==> src/rtl/core_inst_seq_pkg.sv <==
// Shared definitions for the core instruction sequencer: inst word layout,
// idle word and sequencer state encoding.
package core_pkg;

    localparam int INST_W = 36;
    localparam int A_W    = 11;

    localparam int IDX_ACC        = 33;
    localparam int IDX_CEN_PMEM   = 32;
    localparam int IDX_WEN_PMEM   = 31;
    localparam int IDX_A_PMEM_LSB = 20;
    localparam int IDX_CEN_XMEM   = 19;
    localparam int IDX_WEN_XMEM   = 18;
    localparam int IDX_A_XMEM_LSB = 7;
    localparam int IDX_OFIFO_RD   = 6;
    localparam int IDX_IFIFO_WR   = 5;
    localparam int IDX_IFIFO_RD   = 4;
    localparam int IDX_L0_RD      = 3;
    localparam int IDX_L0_WR      = 2;
    localparam int IDX_EXECUTE    = 1;
    localparam int IDX_LOAD       = 0;

    // Both SRAMs deselected with write disabled; every other field zero.
    localparam logic [INST_W-1:0] INST_IDLE =
        (INST_W'(1) << IDX_CEN_PMEM) | (INST_W'(1) << IDX_WEN_PMEM) |
        (INST_W'(1) << IDX_CEN_XMEM) | (INST_W'(1) << IDX_WEN_XMEM);

    typedef enum logic [2:0] {
        IDLE,
        WLD,
        KLD,
        ALD,
        EXE,
        DRN,
        FIN
    } state_t;

endpackage

==> src/rtl/core_inst_seq_if.sv <==
// Host-facing bundle of the sequencer: pass setup, OFIFO status and the
// registered instruction word / status outputs.
interface core_inst_seq_if #(
    parameter int aw = 11,
    parameter int nw = 11
);
    import core_pkg::*;

    logic              start;
    logic [aw-1:0]     w_base;
    logic [aw-1:0]     a_base;
    logic [aw-1:0]     p_base;
    logic [nw-1:0]     n_act;
    logic              ofifo_valid;
    logic [INST_W-1:0] inst;
    logic              busy;
    logic              done;

    modport master (
        output start, w_base, a_base, p_base, n_act, ofifo_valid,
        input  inst, busy, done
    );

    modport slave (
        input  start, w_base, a_base, p_base, n_act, ofifo_valid,
        output inst, busy, done
    );

endinterface

==> src/rtl/core_inst_seq_xmem_l0_stream.sv <==
// Pipelined xmem-read / l0-write counter: len reads from base+0.., each l0
// write one cycle behind its read; runs len+1 cycles while en is held.
module xmem_l0_stream #(
    parameter int aw = 11,
    parameter int nw = 11
) (
    input  logic          clk,
    input  logic          reset,
    input  logic          en,
    input  logic [aw-1:0] base,
    input  logic [nw-1:0] len,
    output logic          rd,
    output logic [aw-1:0] addr,
    output logic          l0_wr,
    output logic          last
);

    logic [nw:0] cnt;

    assign rd    = en && (cnt < {1'b0, len});
    assign l0_wr = en && (cnt != '0);
    assign last  = en && (cnt == {1'b0, len});
    assign addr  = base + aw'(cnt);

    always_ff @(posedge clk) begin
        if (reset) begin
            cnt <= '0;
        end else if (en) begin
            cnt <= last ? '0 : cnt + 1'b1;
        end
    end

endmodule

==> src/rtl/core_inst_seq.sv <==
// Instruction sequencer for core: kernel load, activation load, execute and
// OFIFO drain to pmem for one tile pass, emitting a registered inst word.
module core_inst_seq
    import core_pkg::*;
#(
    parameter int row = 8,
    parameter int col = 8,
    parameter int aw  = 11,
    parameter int nw  = 11
) (
    input  logic             clk,
    input  logic             reset,
    core_inst_seq_if.slave   io
);

    state_t            state, state_n;
    logic [nw:0]       cnt, cnt_n;
    logic [nw:0]       rcnt, rcnt_n;
    logic [nw:0]       wcnt, wcnt_n;
    logic              pend, pend_n;
    logic [aw-1:0]     wb, ab, pb;
    logic [nw-1:0]     nq;
    logic [INST_W-1:0] inst_q, inst_n;
    logic              busy_q, done_q, done_n;

    logic              s_en, s_rd, s_wr, s_last;
    logic [aw-1:0]     s_base, s_addr;
    logic [nw-1:0]     s_len;
    logic              drn_rd;

    assign s_en   = (state == WLD) || (state == ALD);
    assign s_base = (state == WLD) ? wb : ab;
    assign s_len  = (state == WLD) ? nw'(row) : nq;

    xmem_l0_stream #(
        .aw (aw),
        .nw (nw)
    ) u_stream (
        .clk   (clk),
        .reset (reset),
        .en    (s_en),
        .base  (s_base),
        .len   (s_len),
        .rd    (s_rd),
        .addr  (s_addr),
        .l0_wr (s_wr),
        .last  (s_last)
    );

    assign drn_rd = io.ofifo_valid && (rcnt < {1'b0, nq});

    always_comb begin
        state_n = state;
        cnt_n   = cnt;
        rcnt_n  = rcnt;
        wcnt_n  = wcnt;
        pend_n  = pend;
        inst_n  = INST_IDLE;
        done_n  = 1'b0;

        case (state)
            IDLE: begin
                if (io.start) begin
                    state_n = WLD;
                    cnt_n   = '0;
                    rcnt_n  = '0;
                    wcnt_n  = '0;
                    pend_n  = 1'b0;
                end
            end
            WLD, ALD: begin
                if (s_rd) begin
                    inst_n[IDX_CEN_XMEM]                = 1'b0;
                    inst_n[IDX_A_XMEM_LSB +: aw] = s_addr;
                end
                inst_n[IDX_L0_WR] = s_wr;
                if (s_last) begin
                    state_n = (state == WLD) ? KLD : EXE;
                    cnt_n   = '0;
                end
            end
            KLD: begin
                // col shift cycles, then one idle bubble before activations
                if (cnt < (nw+1)'(col)) begin
                    inst_n[IDX_L0_RD] = 1'b1;
                    inst_n[IDX_LOAD]  = 1'b1;
                    cnt_n             = cnt + 1'b1;
                end else begin
                    cnt_n   = '0;
                    state_n = (nq == '0) ? FIN : ALD;
                end
            end
            EXE: begin
                inst_n[IDX_L0_RD]   = 1'b1;
                inst_n[IDX_EXECUTE] = 1'b1;
                cnt_n               = cnt + 1'b1;
                if (cnt == {1'b0, nq} - 1'b1) begin
                    state_n = DRN;
                    cnt_n   = '0;
                    rcnt_n  = '0;
                    wcnt_n  = '0;
                    pend_n  = 1'b0;
                end
            end
            DRN: begin
                // pend marks an OFIFO read issued last cycle whose data is
                // now on the bus and must be written to pmem
                inst_n[IDX_OFIFO_RD] = drn_rd;
                if (drn_rd) begin
                    rcnt_n = rcnt + 1'b1;
                end
                pend_n = drn_rd;
                if (pend) begin
                    inst_n[IDX_CEN_PMEM]                = 1'b0;
                    inst_n[IDX_WEN_PMEM]                = 1'b0;
                    inst_n[IDX_A_PMEM_LSB +: aw] = pb + aw'(wcnt);
                    wcnt_n = wcnt + 1'b1;
                    if (wcnt_n == {1'b0, nq}) begin
                        state_n = FIN;
                    end
                end
            end
            FIN: begin
                done_n  = 1'b1;
                state_n = IDLE;
            end
            default: begin
                state_n = IDLE;
            end
        endcase
    end

    always_ff @(posedge clk) begin
        if (reset) begin
            state  <= IDLE;
            cnt    <= '0;
            rcnt   <= '0;
            wcnt   <= '0;
            pend   <= 1'b0;
            wb     <= '0;
            ab     <= '0;
            pb     <= '0;
            nq     <= '0;
            inst_q <= INST_IDLE;
            busy_q <= 1'b0;
            done_q <= 1'b0;
        end else begin
            state  <= state_n;
            cnt    <= cnt_n;
            rcnt   <= rcnt_n;
            wcnt   <= wcnt_n;
            pend   <= pend_n;
            inst_q <= inst_n;
            busy_q <= (state_n != IDLE);
            done_q <= done_n;
            if (state == IDLE && io.start) begin
                wb <= io.w_base;
                ab <= io.a_base;
                pb <= io.p_base;
                nq <= io.n_act;
            end
        end
    end

    assign io.inst = inst_q;
    assign io.busy = busy_q;
    assign io.done = done_q;

endmodule

==> src/flat_wrapper.sv <==
// flat-port wrapper written by rule: the top's interface ports become plain ports
module core_inst_seq_flat import core_pkg::*;
#(
    parameter int row = 8,
    parameter int col = 8,
    parameter int aw  = 11,
    parameter int nw  = 11
)
  (clk, reset, io_start, io_w_base, io_a_base, io_p_base, io_n_act, io_ofifo_valid, io_inst, io_busy, io_done);
  core_inst_seq_if #(.aw(aw), .nw(nw)) io_i ();
  input  logic clk;
  input  logic reset;
  input wire logic [$bits(io_i.start)-1:0] io_start;
  input wire logic [$bits(io_i.w_base)-1:0] io_w_base;
  input wire logic [$bits(io_i.a_base)-1:0] io_a_base;
  input wire logic [$bits(io_i.p_base)-1:0] io_p_base;
  input wire logic [$bits(io_i.n_act)-1:0] io_n_act;
  input wire logic [$bits(io_i.ofifo_valid)-1:0] io_ofifo_valid;
  output wire logic [$bits(io_i.inst)-1:0] io_inst;
  output wire logic [$bits(io_i.busy)-1:0] io_busy;
  output wire logic [$bits(io_i.done)-1:0] io_done;
  assign io_i.start = io_start;
  assign io_i.w_base = io_w_base;
  assign io_i.a_base = io_a_base;
  assign io_i.p_base = io_p_base;
  assign io_i.n_act = io_n_act;
  assign io_i.ofifo_valid = io_ofifo_valid;
  assign io_inst = io_i.inst;
  assign io_busy = io_i.busy;
  assign io_done = io_i.done;
  core_inst_seq #(.row(row), .col(col), .aw(aw), .nw(nw)) u_core (.clk(clk), .reset(reset), .io(io_i));
endmodule
==> config.mk <==
export PLATFORM = sky130hd
export DESIGN_NAME = core_inst_seq_flat
export DESIGN_NICKNAME = d
export VERILOG_FILES = /design/src/rtl/core_inst_seq_pkg.sv /design/src/rtl/core_inst_seq_if.sv /design/src/rtl/core_inst_seq_xmem_l0_stream.sv /design/src/rtl/core_inst_seq.sv /design/src/flat_wrapper.sv
export SDC_FILE = /design/constraint.sdc
export NUM_CORES = 1
export LEC_CHECK = 0
export ABC_CLOCK_PERIOD_IN_PS = 8500
export BUFFER_PORTS_ARGS = -buffer_cell sky130_fd_sc_hd__buf_4
export CAP_MARGIN = 20
export CORE_MARGIN = 5
export CORE_UTILIZATION = 40
export CTS_CLUSTER_SIZE = 25
export DETAILED_ROUTE_END_ITERATION = 16
export PLACE_DENSITY = 0.57
export SLEW_MARGIN = 40
export SYNTH_ARGS = -nofsm -noshare
export SYNTH_HDL_FRONTEND = slang
export SYNTH_SLANG_ARGS = --single-unit
==> constraint.sdc <==
create_clock -name clk -period 8.5 [get_ports clk]
set_clock_uncertainty 0.05 [all_clocks]
set_input_delay 0 -clock clk [delete_from_list [all_inputs] [get_ports clk]]
set_output_delay 0 -clock clk [all_outputs]
set_load 0.02 [all_outputs]
=== After elaboration in Yosys (flattened, before gate mapping) ===
Cells that the tools add are included.

* Bits in registers: 134
* Input port bits: 48
* Output and inout port bits: 38
* Logic and storage cells: 101

* Add/sub/neg operators: 7
* Reduce and logical (&&, ||, !) cells: 22
* Order comparisons: 3
* Mux-type cells: 31
* Eq/ne operators: 14
* Bitwise gates (word level): 5

{| class="wikitable"
|+ Operator list
! operator !! count
|-
| $mux W12 || 8
|-
| $pmux W12 S3 || 2
|-
| $add A12 B1 Y12 const B || 4
|-
| $pmux W12 S4 || 1
|-
| $eq A12 B11 Y1 || 2
|-
| $lt A12 B11 Y1 || 2
|-
| $mux W3 || 8
|-
| $add A11 B11 Y11 || 2
|-
| $mux W11 || 2
|-
| $pmux W3 S5 || 1
|-
| $mux W13 || 1
|-
| $eq A12 B12 Y1 || 1
|-
| $lt A12 B4 Y1 const B || 1
|-
| $reduce_bool A12 Y1 || 1
|-
| $sub A11 B1 Y12 const B || 1
|-
| $logic_not A11 Y1 || 1
|-
| $eq A3 B3 Y1 const B || 3
|-
| $reduce_and A4 Y1 || 2
|-
| $reduce_or A2 Y1 || 4
|-
| $eq A3 B2 Y1 const B || 2
|-
| $mux W1 || 6
|-
| $ne A2 B1 Y1 const B || 3
|-
| $reduce_and A3 Y1 || 2
|-
| $reduce_bool A3 Y1 || 2
|-
| 10 further kinds || 20
|}

=== Logic depth before layout (Yosys ltp) ===
* Depth in word-level cells: 7
* Mapped depth: 17
* Depth with buffers taken out: 15

=== By module ===
A second synthesis with hierarchy kept.

* Cells, all modules: 900
* Area, all modules: 7,345.8 um^2

{| class="wikitable"
|+ By module, submodules not included
! module !! seq. area each (um^2) !! cells each !! times used !! area an instance (um^2)
|-
| core_inst_seq || 2,302.2 || 736 || 1 || 6,032.0
|-
| xmem_l0_stream || 240.2 || 164 || 1 || 1,313.8
|}

=== Worst setup path after synthesis ===
OpenSTA, ideal clock, no wires.

* Path type: reg2reg
* From: reg u_core.state[2]
* To: reg u_core.inst_q[17], in the netlist u_core.io.inst[17]
* Stages on the path, launching flop included: 18
* Setup time: 0.127 ns
* Slack: 5.417 ns
* Buffers on the path: 2
* Period minus slack after synthesis: 3.083 ns
* Data required time: 8.323 ns
* Data arrival time: 2.906 ns
* Path through: dfxtp_1 -> clkbuf_1 -> inv_1 -> nand2_1 -> nor2_1 -> clkbuf_1 -> nand2_1 -> nand2_1 -> ha_1 -> fa_1 -> a21o_1 -> a21oi_1 -> nor2b_1 -> o21ai_0 -> a21oi_1 -> a31oi_1 -> xnor2_1 -> nor2_1

* Longest elaborated chain between the ends: 6
* Elaborated cells on any way between the ends: 12
* Classes of those cells: add/sub: 1; order compare: 1; eq/ne: 2; mux: 2; bitwise: 2; reduce/logical: 4

{| class="wikitable"
|+ RTL lines
! element !! line !! RTL
|-
| start, declared || core_inst_seq.sv:16 || <nowiki>state_t state, state_n;</nowiki>
|-
| start signal, assigned || core_inst_seq.sv:148 || <nowiki>state <= state_n;</nowiki>
|-
| $eq A3 B1 Y1 || n/a ||
|-
| $mux W11 || core_inst_seq.sv:33 || <nowiki>assign s_len = (state == WLD) ? nw'(row) : nq;</nowiki>
|-
| $lt A12 B11 Y1 || core_inst_seq_xmem_l0_stream.sv:20 || <nowiki>assign rd = en && (cnt < {1'b0, len});</nowiki>
|-
| $logic_and A1 B1 Y1 || core_inst_seq_xmem_l0_stream.sv:20 ||
|-
| $not A1 Y1 (no source line) || n/a ||
|-
| $reduce_or A3 Y1 (no source line) || n/a ||
|-
| end signal, assigned || core_inst_seq.sv:153 || <nowiki>inst_q <= inst_n;</nowiki>
|-
| end, declared || core_inst_seq.sv:23 || <nowiki>logic [INST_W-1:0] inst_q, inst_n;</nowiki>
|}

Several ways; a longest one is shown, not always the timed one.
A chain may end at the register's enable or synchronous reset.

=== Final worst setup path ===
* From: reg u_core.state[0]
* To: reg u_core.inst_q[17], in the netlist u_core.io.inst[17]

Same word-level chain as after synthesis.

==> impl_metrics.json <==
{
  "synth-seq-cells": 127,
  "path_category_of_the_worst_min_delay_check": "primary input to register",
  "grt_pass1_wl_microns": 30900,
  "violations": "hold timing",
  "met2RoutedLength_microns": 8790,
  "synth_sequential_area_ratio": 0.360,
  "area_growth_pct": 24.6,
  "detailedRoute.firstIterationViolations": 421,
  "vias_per_cell": 5.19,
  "sequential_power_share": 0.386,
  "placementRows": 48,
  "start_util": 0.409,
  "dpl.hpwl_microns": 13200,
  "clock_latency_ns": 0.42,
  "crit_path_start_kind": "register",
  "ys_async_sr_fraction": 0,
  "die_area_sq_um": 20400,
  "drt-total-wl_microns": 19000,
  "die-width_microns": 143,
  "diodes": 0,
  "p_per_area_nw_per_um2": 194,
  "tightest_slew_ns": 0.732,
  "detailedRoute.firstPassIterationCount": 5,
  "unrepaired_setup_endpoints_after_global_routing": "false",
  "arrival_ns": 3.91,
  "timing_max_transition_violations_final": 0,
  "floorplan.io_pins": 86,
  "synth_cell_type_count": 70,
  "timing.final.setup_violations": 0,
  "syn-instance-count": 887,
  "h-tree-depth": 4,
  "r2r-start": "u_core.state[0]$_SDFF_PP0_",
  "net-switching-power_w": 0.000483,
  "min-delay-start": "reset",
  "route.vias.total": 6333,
  "combPwrFrac": 0.175,
  "final_antenna_net_count": 0,
  "status": "finished with violations",
  "worst_setup_path_startpoint": "u_core.state[0]$_SDFF_PP0_",
  "cts.reportedPaths.clkPinSlew_ns": 0.05,
  "grt_use_total": 0.192,
  "grt_antenna_before_repair": 0,
  "height_of_the_die_microns": 143,
  "setup-tns-final_ns": 0,
  "p_clk_frac": 0.439,
  "yosysWarningCount": 0,
  "power.leakage_nw": 3.72,
  "power.ir.vdd_worst_mv": 0.139,
  "critical_path.max_fanout": 20,
  "timing.hold.ws_ns": -0.00609,
  "fmax_mhz": 272,
  "synth-edff-count": 0,
  "report.power.total_w": 0.00171,
  "floorplan.core_area_sq_um": 17300,
  "tritoncts": "done",
  "port_buffer_cells": 79,
  "topRoutingLayerUsed": "met4",
  "syn-cell-area_sq_um": 7070,
  "hold_viol_final": 8,
  "switching_share": 0.283,
  "layout_worst_path_cycle_share": 0.432,
  "cts.root.buffer_cell": "clkbuf_16",
  "globalplace.congestion": 0.874,
  "final.min_clock_period_ns": 3.67,
  "power.internal_w": 0.00122,
  "drc_errors": 0,
  "drive_above_1_share": 0.135,
  "cts-buffers-inserted": 17,
  "post_cts.resized_instances": 0,
  "cts_max_path_buffers": 2,
  "setup.worst_path.end": "u_core.io.inst[17]$_SDFF_PP0_",
  "regToRegSetupSlack_ns": 4.83,
  "vias_in_the_first_global_route": 5991,
  "yosys_most_used_dff": "dfxtp_1",
  "worst_setup_path_end_kind": "register",
  "timing.reg2reg.worst_path_depth": 14,
  "r2r-end": "u_core.io.inst[17]$_SDFF_PP0_",
  "wl_met3_microns": 795,
  "grt_start_max_net_pins": 76,
  "max-slew-margin-rel": 0.508,
  "globalRoute.totalOverflow": 0,
  "worstSetupPathType": "register to register",
  "place.detailed.instances": 1144,
  "routedWlPerCell_microns": 15.6,
  "cts.sink_count": 127,
  "worst-endpoint-required_ns": 8.74,
  "max-cap-violations": 0,
  "synthesized_area_per_cell_sq_um": 7.97,
  "post_layout_nonfiller_instances": 1221,
  "num-nets-final": 1080,
  "drt-met1-wl_microns": 9250
}
cells by family (layout without fill, tap and decap cells):
| kind of cell | count (synthesis) | in the layout | synth area share |
|---|---|---|---|
| and+or+nand+nor | 364 | 364 | 0.235 |
| muxes | 4 | 4 | 0.00602 |
| other | 2 | 6 | 0.00106 |
| xor gates and xnor gates | 67 | 67 | 0.0830 |
| adders and majority gates | 49 | 49 | 0.0888 |
| AOI/OAI and AO/OA | 188 | 188 | 0.173 |
| buffers and inverters | 86 | 191 | 0.0533 |
| DFF | 127 | 127 | 0.360 |
sequential cells by signal, summed over array words and instances, names as in the netlist:
name	count
u_core.ab	11
u_core.cnt	12
u_core.io.busy	1
u_core.io.done	1
u_core.io.inst	29
u_core.nq	11
u_core.pb	11
u_core.pend	1
u_core.rcnt	12
u_core.state	3
u_core.u_stream.cnt	12
u_core.wb	11
u_core.wcnt	12
synthesized netlist by cell type, types with 7 or more instances:
library cell | n | area, sq um
nor2_1 | 69 | 259
a21oi_1 | 73 | 365
o21ai_0 | 25 | 125
a21o_1 | 18 | 135
xor2_1 | 31 | 272
nor2b_1 | 10 | 62.6
a311oi_1 | 7 | 61.3
clkbuf_1 | 38 | 143
nand2_1 | 172 | 646
nand3_1 | 33 | 165
buf_4 | 7 | 52.6
nor3_1 | 18 | 90.1
nand4_1 | 7 | 43.8
and3_1 | 15 | 93.8
dfxtp_1 | 127 | 2540
inv_1 | 31 | 116
nor4_1 | 10 | 62.6
xnor2_1 | 36 | 315
a31oi_1 | 12 | 75.1
ha_1 | 47 | 588
power groups by stage:
stage                     registers [W]  clock network, W  logic, W
after floorplan                0.000650                 0  0.000219
after global placement         0.000671                 0  0.000278
after detailed placement       0.000670                 0  0.000282
after CTS                      0.000658          0.000763  0.000300
after global routing           0.000661          0.000792  0.000335
final                          0.000658          0.000749  0.000299
per-stage QoR:
stage | util | worst slack [ns] | hold slack, ns | instance area, sq um
finish | 0.509 | 4.83 | -0.00609 | 8810
global route | 0.509 | 4.46 | 0.00735 | 8810
detailed placement | 0.448 | 4.88 | 0.205 | 7740
global placement | 0.446 | 4.92 | 0.199 | 7720
CTS | 0.509 | 4.85 | 0.110 | 8800
floorplan | - | 5.42 | 0.0549 | 7090
worst max-delay path, stage by stage (launching register included):
cell,delay (ns)
dfxtp_1,0.59
inv_1,0.16
or3_1,0.70
nand2_1,0.16
nand2_1,0.07
ha_1,0.20
fa_1,0.41
a21o_1,0.20
a21oi_1,0.17
nor2b_1,0.08
o21ai_0,0.20
a21oi_1,0.14
a31oi_1,0.21
xnor2_1,0.13
nor2_1,0.05
metal layers:
metal,GRT usage,up-vias
met2,0.309,114
met5,0,-
met1,0.265,2950
met4,0.0500,0
met3,0.0352,17
li1,-,3252
worst min-delay path by stage:
stage	endpoint	slack (ns)	cells past startpoint
5_1_grt	u_core.wcnt[11]$_SDFFE_PP0P_	0.007	2
6_report	u_core.wcnt[1]$_SDFFE_PP0P_	-0.006	2
3_5_place_dp	u_core.nq[4]$_SDFFE_PP0P_	0.20	3
2_1_floorplan	u_core.io.inst[0]$_SDFF_PP0_	0.05	1
3_3_place_gp	u_core.nq[8]$_SDFFE_PP0P_	0.20	3
4_1_cts	u_core.cnt[1]$_SDFFE_PP0P_	0.11	2
cell type report:
class	instances	area (sq um)
clock inverter	9	133
tap	225	282
inverter	31	116
clock buffer	23	468
multi-input combinational	678	4200
sequential	127	2540
timing repair buffer	128	1070
fill	1724	8490
timing repair:
item                                    in CTS  in global routing
hold buffers                                45                  0
endpoints found under the setup margin       0                  0
buffers inserted                             0                  0
hold endpoints to repair                    45                  0
cells in the final DEF (no fill, tap or decap), types with 7 or more instances in the layout:
master | Yosys | final
nand2_1 | 172 | 172
dfxtp_1 | 127 | 127
buf_4 | 7 | 81
a21oi_1 | 73 | 73
nor2_1 | 69 | 69
ha_1 | 47 | 47
dlygate4sd3_1 | 0 | 45
xnor2_1 | 36 | 36
nand3_1 | 33 | 32
inv_1 | 31 | 31
xor2_1 | 31 | 31
o21ai_0 | 25 | 25
nor3_1 | 18 | 18
a21o_1 | 18 | 18
clkbuf_16 | 0 | 17
and3_1 | 15 | 14
a31oi_1 | 12 | 12
nor2b_1 | 10 | 10
nor4_1 | 10 | 9
nand4_1 | 7 | 7
a311oi_1 | 7 | 7
(Power assumes the default switching activity.)
